===== src/rtl/lsu.sv =====
// Load/store unit: request/grant/response memory handshake, store byte-lane formatting, load extraction and write-back.
// Optional macro LSU_MISALIGN_TRAP_EN traps misaligned half/word requests instead of issuing them.
module lsu (
    input  logic        clk,
    input  logic        rst,
    input  logic        req_valid_i,
    input  logic        req_we_i,
    input  logic [1:0]  req_size_i,
    input  logic        req_unsigned_i,
    input  logic [31:0] req_addr_i,
    input  logic [31:0] req_wdata_i,
    input  logic [4:0]  req_rd_addr_i,
    output logic        stall_o,
    output logic        mem_req_o,
    output logic        mem_we_o,
    output logic [3:0]  mem_be_o,
    output logic [31:0] mem_addr_o,
    output logic [31:0] mem_wdata_o,
    input  logic        mem_gnt_i,
    input  logic        mem_rvalid_i,
    input  logic [31:0] mem_rdata_i,
    output logic        rd_wen_o,
    output logic [4:0]  rd_addr_o,
    output logic [31:0] rd_data_o,
    output logic        err_o,
    output logic        misalign_o
);

    localparam int unsigned TIMEOUT = 15;
    localparam int unsigned CNT_W   = $clog2(TIMEOUT + 1);

    localparam logic [1:0] S_IDLE = 2'd0;
    localparam logic [1:0] S_REQ  = 2'd1;
    localparam logic [1:0] S_WAIT = 2'd2;

    logic [1:0]       state_q, state_d;
    logic [CNT_W-1:0] cnt_q;
    logic             we_q;
    logic             uns_q;
    logic [1:0]       size_q;
    logic [1:0]       off_q;
    logic [4:0]       rd_q;

    logic             misaligned_c;
    logic             accept_c;
    logic             done_c;
    logic             timeout_hit_c;
    logic [3:0]       be_c;
    logic [31:0]      wdata_c;
    logic [31:0]      ldata_c;
    logic [7:0]       lbyte_c;
    logic [15:0]      lhalf_c;

`ifdef LSU_MISALIGN_TRAP_EN
    logic misalign_q;

    assign misaligned_c = ((req_size_i == 2'b01) && req_addr_i[0]) ||
                          (req_size_i[1] && (req_addr_i[1:0] != 2'b00));

    // Trapped requests are never latched; only the pulse is recorded.
    always_ff @(posedge clk or negedge rst) begin
        if (!rst) begin
            misalign_q <= 1'b0;
        end else begin
            misalign_q <= (state_q == S_IDLE) && req_valid_i && misaligned_c;
        end
    end

    assign misalign_o = misalign_q;
`else
    assign misaligned_c = 1'b0;
    assign misalign_o   = 1'b0;
`endif

    // Next-state, stall and completion strobes.
    always_comb begin
        state_d       = state_q;
        accept_c      = 1'b0;
        done_c        = 1'b0;
        timeout_hit_c = 1'b0;
        stall_o       = 1'b0;
        case (state_q)
            S_IDLE: begin
                if (req_valid_i && !misaligned_c) begin
                    accept_c = 1'b1;
                    stall_o  = 1'b1;
                    state_d  = S_REQ;
                end
            end
            S_REQ: begin
                stall_o = 1'b1;
                if (mem_gnt_i) begin
                    state_d = S_WAIT;
                end
            end
            S_WAIT: begin
                if (mem_rvalid_i) begin
                    done_c  = 1'b1;
                    state_d = S_IDLE;
                end else if (cnt_q == CNT_W'(TIMEOUT - 1)) begin
                    timeout_hit_c = 1'b1;
                    state_d       = S_IDLE;
                end else begin
                    stall_o = 1'b1;
                end
            end
            default: state_d = S_IDLE;
        endcase
    end

    // Store lane formatting from the incoming request.
    always_comb begin
        be_c    = 4'b1111;
        wdata_c = req_wdata_i;
        case (req_size_i)
            2'b00: begin
                be_c    = 4'b0001 << req_addr_i[1:0];
                wdata_c = {4{req_wdata_i[7:0]}};
            end
            2'b01: begin
                be_c    = req_addr_i[1] ? 4'b1100 : 4'b0011;
                wdata_c = {2{req_wdata_i[15:0]}};
            end
            default: begin
                be_c    = 4'b1111;
                wdata_c = req_wdata_i;
            end
        endcase
    end

    // Load extraction and extension from the latched request.
    always_comb begin
        lbyte_c = mem_rdata_i[{off_q, 3'b000} +: 8];
        lhalf_c = off_q[1] ? mem_rdata_i[31:16] : mem_rdata_i[15:0];
        case (size_q)
            2'b00:   ldata_c = uns_q ? {24'h0, lbyte_c} : {{24{lbyte_c[7]}}, lbyte_c};
            2'b01:   ldata_c = uns_q ? {16'h0, lhalf_c} : {{16{lhalf_c[15]}}, lhalf_c};
            default: ldata_c = mem_rdata_i;
        endcase
    end

    always_ff @(posedge clk or negedge rst) begin
        if (!rst) begin
            state_q <= S_IDLE;
        end else begin
            state_q <= state_d;
        end
    end

    always_ff @(posedge clk or negedge rst) begin
        if (!rst) begin
            cnt_q       <= '0;
            we_q        <= 1'b0;
            uns_q       <= 1'b0;
            size_q      <= 2'b00;
            off_q       <= 2'b00;
            rd_q        <= 5'd0;
            mem_req_o   <= 1'b0;
            mem_we_o    <= 1'b0;
            mem_be_o    <= 4'b0000;
            mem_addr_o  <= 32'h0;
            mem_wdata_o <= 32'h0;
            rd_wen_o    <= 1'b0;
            rd_addr_o   <= 5'd0;
            rd_data_o   <= 32'h0;
            err_o       <= 1'b0;
        end else begin
            rd_wen_o <= 1'b0;
            err_o    <= 1'b0;
            if (accept_c) begin
                we_q        <= req_we_i;
                uns_q       <= req_unsigned_i;
                size_q      <= req_size_i;
                off_q       <= req_addr_i[1:0];
                rd_q        <= req_rd_addr_i;
                mem_req_o   <= 1'b1;
                mem_we_o    <= req_we_i;
                mem_be_o    <= be_c;
                mem_addr_o  <= {req_addr_i[31:2], 2'b00};
                mem_wdata_o <= wdata_c;
            end
            if ((state_q == S_REQ) && mem_gnt_i) begin
                cnt_q       <= '0;
                mem_req_o   <= 1'b0;
                mem_we_o    <= 1'b0;
                mem_be_o    <= 4'b0000;
                mem_addr_o  <= 32'h0;
                mem_wdata_o <= 32'h0;
            end
            if ((state_q == S_WAIT) && !mem_rvalid_i && !timeout_hit_c) begin
                cnt_q <= cnt_q + CNT_W'(1);
            end
            // Register 0 is hard-wired, so its write-back is dropped.
            if (done_c && !we_q && (rd_q != 5'd0)) begin
                rd_wen_o  <= 1'b1;
                rd_addr_o <= rd_q;
                rd_data_o <= ldata_c;
            end
            if (timeout_hit_c) begin
                err_o <= 1'b1;
            end
        end
    end

endmodule

===== config.mk =====
export PLATFORM = sky130hd
export DESIGN_NAME = lsu
export DESIGN_NICKNAME = d
export VERILOG_FILES = /design/src/rtl/lsu.sv
export SDC_FILE = /design/constraint.sdc
export NUM_CORES = 1
export LEC_CHECK = 0
export CORE_MARGIN = 4
export CORE_UTILIZATION = 47
export CTS_BUF_LIST = sky130_fd_sc_hd__clkbuf_16
export CTS_CLUSTER_SIZE = 30
export DETAILED_ROUTE_END_ITERATION = 8
export PLACE_DENSITY = 0.85
export RECOVER_POWER = 100
export REMOVE_ABC_BUFFERS = 1
export SLEW_MARGIN = 15
export SYNTH_ARGS = -nofsm -noshare
export SYNTH_HDL_FRONTEND = slang
export SYNTH_SLANG_ARGS = --single-unit
export TNS_END_PERCENT = 10

===== constraint.sdc =====
create_clock -name clk -period 2.8 [get_ports clk]
set_input_delay 0.42 -clock clk [delete_from_list [all_inputs] [get_ports clk]]
set_output_delay 0.42 -clock clk [all_outputs]
set_load 0.05 [all_outputs]

# [Word-level counts from Yosys, hierarchy flattened]
# Cells that the tools add are included.
[totals] ff_bits=126 inputBits=110
[op_classes] shifts=2 eq_ne=8 n_reduce_logical=15 addsub=1 muxes=36
[ops] operator="32-bit two-way mux" n=6
[ops] operator="32-bit case mux with 2 select lines" n=2
[ops] operator="32-bit by 6-bit indexed part select with 8-bit output" n=1
[ops] operator="4-bit two-way mux" n=5
[ops] operator="16-bit two-way mux" n=1
[ops] operator="1-bit two-way mux" n=15
[ops] operator="2-bit two-way mux" n=4
[ops] operator="4-bit case mux with 2 select lines" n=1
[ops] operator="2-bit by 1-bit equality test with 1-bit output, second input constant" n=3
[ops] operator="2-bit zero test" n=3
[ops] operator="2-bit case mux with 3 select lines" n=1
[ops] operator="1-bit logical AND" n=5
[ops] operator="5-bit nonzero test" n=1
[ops] operator="4-bit by 1-bit adder with 4-bit output, second input constant" n=1
[ops] operator="4-bit equality test, second input constant" n=1
[ops] operator="2-bit != test, second input constant" n=2
[ops] operator="2-bit nonzero test" n=2
[ops] operator="1-bit by 2-bit << shifter with 4-bit output, first input constant" n=1
[ops] operator="1-bit zero test" n=3
[ops] operator="3-bit != test, second input constant" n=1
[ops] operator="1-bit case mux with 3 select lines" n=1
[ops] operator="3-bit AND reduction" n=1
[ops] operator="2-bit equality test, second input constant" n=1

# [Logic depth before layout (Yosys ltp)]
[logic_depth] depth_word=7 depth_mapped=8 depth_no_buf=6

# [Worst setup path after synthesis]
# OpenSTA, ideal clock, no wires.
[synth_timing] kind="register -> output" from="reg state_q[0]" to="out stall_o" t_arrival_ns=1.625 stages_incl_launch_ff=6 setup_slack_ns=0.755 path_cell_list="dfrtp_1 -> clkbuf_1 -> or3b_2 -> nand2b_1 -> buf_2 -> nand2_1"
[synth_between] elab_chain_cells=2 elab_cells_between_ends=4
[synth_rtl] item="start: declaration" line="36" text="logic [1:0] state_q, state_d;"
[synth_rtl] item="start signal: assignment" line="146" text="state_q <= state_d;"
[synth_rtl] item="2-bit equality test (tied with other cells)" line="82" text="case (state_q)"
[synth_rtl] item="1-bit case mux with 3 select lines *" line="82"
[synth_rtl] item="end: declaration" line="13" text="output logic stall_o,"
# Every way passes the cells marked *; elsewhere a longest branch is shown, timed or not.

# [Worst setup path in the final report]
# Ends and elaborated chain as after synthesis.

==> out/qor.csv <==
stage,metric,value,unit
pwr,power.leakage,3.86,nW
sta,setup_viol_count_final,0,
synthesis,synth.cell_area,5660,sq um
pwr,powerDensity,1250,nW/um^2
critical_path,crit_path_end_kind,output port,
pwr,p_int,5.52,mW
critical_path,cp.required,2380,ps
route,wl,17.7,mm
cells_and_area,postLayoutCellArea,8450,sq um
pwr,peakVddDrop,0.704,mV
die,initial_core_util,0.488,
die,ios,221,
synthesis,ys_seq_area_frac,0.548,
cts,cts.sink_count,124,
pwr,clockPowerShare,0.192,
critical_path,timing.rr.start,rd_q[0],
place,place_congestion,0.842,
sta,fin_crit,2480,ps
sta,fin_tns_setup,0,ps
cells_and_area,fillers,834,
synthesis,ys_ff_latch,124,
sta,period_share,0.887,
synthesis,synth_cells,566,
place,dp_hpwl,12.6,mm
synthesis,synth_top_flop_cell,dfrtp_1,
route,drt_first_pass_iters,4,
cts,clk_latency,410,ps
place,port_buffers,217,
outcome,status,completed,
cells_and_area,syn2layout_area_growth,49.2,%
hold_path,min_from,mem_be_o[3],
cts,cts_tree,yes,
cells_and_area,drive_gt1_frac,0.0651,
synthesis,yosysTopAreaCellShare,0.548,
cells_and_area,fin_cells,926,
sta,finalHoldViolCount,0,
global_route,track_usage,0.259,
pwr,power,10.6,mW
synthesis,synth.top_cells.by_area,"dfrtp_1 55%, nand2_1 6.9%, mux2i_1 6.4%",
synthesis,yosysTopAreaCell,dfrtp_1,
die,dieArea,13900,sq um
route,dr_total_vias,5225,
sta,final.setup_skew,8.43,ps
cts,clk_pin_slew,50,ps
global_route,antenna_found_initial,0,
cts,cts.htree.levels,4,
critical_path,crit_path_max_fanout,8,
die,chipHeight,118,microns
synthesis,yosysWarnings,0,
hold_path,hold_path_class,reg -> reg,
route,viasPerCell,5.64,
cells_and_area,diodes,0,
route,ant_nets,0,
critical_path,worst-endpoint-arrival,2060,ps
cts,ctsResizeCount,0,
die,num_rows,39,
critical_path,crit_type,reg -> out,
place,place_area,7960,sq um
cts,cts_root_buffer,clkbuf_16,
pwr,power_frac_comb,0.516,
synthesis,synth.distinct_cells,44,
synthesis,syn_area_per_cell,10.0,sq um
route,wl_per_cell,19.2,microns
route,drtIter0Drc,527,
synthesis,synthArstFlopShare,1.00,
sta,fmax,0.403,GHz
pwr,seq_power_share,0.293,
sta,worst_pin_slew,1480,ps
sta,holdWs,455,ps
pwr,switching_power,5.06,mW
die,chipWidth,118,microns
die,core,11600,sq um
job,maxCapViolCount,0,
critical_path,cp-startpoint,state_q[0],
global_route,grt_pass1_wl,28.9,mm
sta,slew_viol_final,0,
synthesis,synth_edf_count,0,
global_route,grt_max_degree,75,
critical_path,worst_setup_path_start_kind,flop,
route,drc,0,
global_route,grt_pass1_vias,5646,
cts,numCtsBuffers,17,
place,placedCellCount,896,
global_route,overflow,0,
pwr,switching_share,0.478,
sta,rsz0062_at_grt,false,
cells_and_area,nNetsFinal,885,
cts,clockBufferDepth,2,
sta,slew_headroom,0.0113,
==> cell usage in the layout (no fill, tap or decap), drive strengths merged, types with 11 or more instances in the layout <==
cell           netlist  routed
dfrtp              124     124
dlygate4sd3          0     109
clkdlybuf4s50        0     107
nand2              104     104
nor2                54      54
a22o                39      39
a21oi               39      39
mux2i               36      36
o21ai               29      29
clkbuf              22      21
and2                13      13
buf                 23      11
==> routing by layer <==
metal	vias up	share of wire	wire length [microns]	track usage
met3	30	0.10	1850	0.115
met4	0	0.015	269	0.0740
li1	2376	-	-	-
met5	-	0	0	0
met1	2576	0.39	6860	0.302
met2	243	0.49	8770	0.432
==> timing repair <==
action                     4_1_cts  5_1_grt
hold endpoints to repair        23        0
hold buffers                     1        0
buffers inserted                 0        0
setup endpoints to repair        0        0
==> cell families (layout without fill, tap and decap cells) <==
kind of cell / after synthesis / count (layout) / synth area share
adders and majority gates: 2 / 2 / 0.00442
AOI/OAI and AO/OA: 145 / 145 / 0.172
and+or+nand+nor: 201 / 201 / 0.156
buffers and inverters: 50 / 265 / 0.0417
xor gates and xnor gates: 1 / 1 / 0.00155
other: 1 / 3 / 0.000662
DFF: 124 / 124 / 0.548
muxes: 42 / 42 / 0.0755
==> power by group through the flow <==
stage / logic (mW) / clock network (mW) / registers [mW]
floorplan: 1.26 / 0 / 5.42
global placement: 5.61 / 0 / 3.09
detailed placement: 5.74 / 0 / 3.12
CTS: 5.77 / 2.06 / 3.13
global route: 5.75 / 2.15 / 3.19
finish: 5.46 / 2.03 / 3.10
==> flip-flops by register name, indices dropped and copies added, names as in the netlist, 2 cells and up <==
| signal | count |
|---|---|
| off_q | 2 |
| cnt_q | 4 |
| rd_data_o | 32 |
| rd_addr_o | 5 |
| mem_addr_o | 30 |
| rd_q | 5 |
| mem_be_o | 4 |
| state_q | 2 |
| size_q | 2 |
| mem_wdata_o | 32 |
==> final timing paths <==
| kind | cells after the start | slack (ps) | end |
|---|---|---|---|
| setup reg to reg | 5 | 400 | rd_data_o[12] |
| max in group asynchronous | 3 | 630 | mem_wdata_o[25] |
| setup / recovery | 4 | 320 | stall_o |
| hold / removal | 2 | 460 | mem_be_o[3] |
| hold reg to reg | 2 | 460 | mem_be_o[3] |
| min in group asynchronous | 2 | 860 | rd_data_o[2] |
==> worst max-delay path, stage by stage (launching register included) <==
cell and delay (ps):
dfrtp_1 460, or3b_2 520, nand2b_1 290, nand2_1 110, clkbuf_2 280
==> cell type report <==
cell class	count	area, sq um	share of cell area
Tap cell	143	179	0.0212
Clock buffer	17	425	0.0503
Multi-Input combinational cell	394	2330	0.276
Sequential cell	124	3100	0.367
Inverter	5	18.8	0.00222
Timing Repair Buffer	231	2280	0.270
Clock inverter	12	110	0.0130
==> Yosys cell counts (3+ instances only) <==
library cell  number
nor2b_1            4
a31oi_1            8
mux2_2             6
dfrtp_1          124
a22o_1            39
buf_6              3
a21oi_1           38
nor2_1            54
and2_1            13
nand2_1          104
mux2i_1           36
clkbuf_1          22
nand2b_1           6
inv_1              4
buf_2             12
o21ai_0           27
nand3_1            5
buf_4              3
a22oi_1            7
o22ai_1            6
nor3b_1            8
a211oi_1           8
buf_1              5
==> metrics by stage <==
stage	util	setup slack, ps
2_1_floorplan	-	-4630
3_3_place_gp	0.685	479
3_5_place_dp	0.685	431
4_1_cts	0.732	362
5_1_grt	0.728	218
6_report	0.728	317
Power figures use the tool's default switching activity.
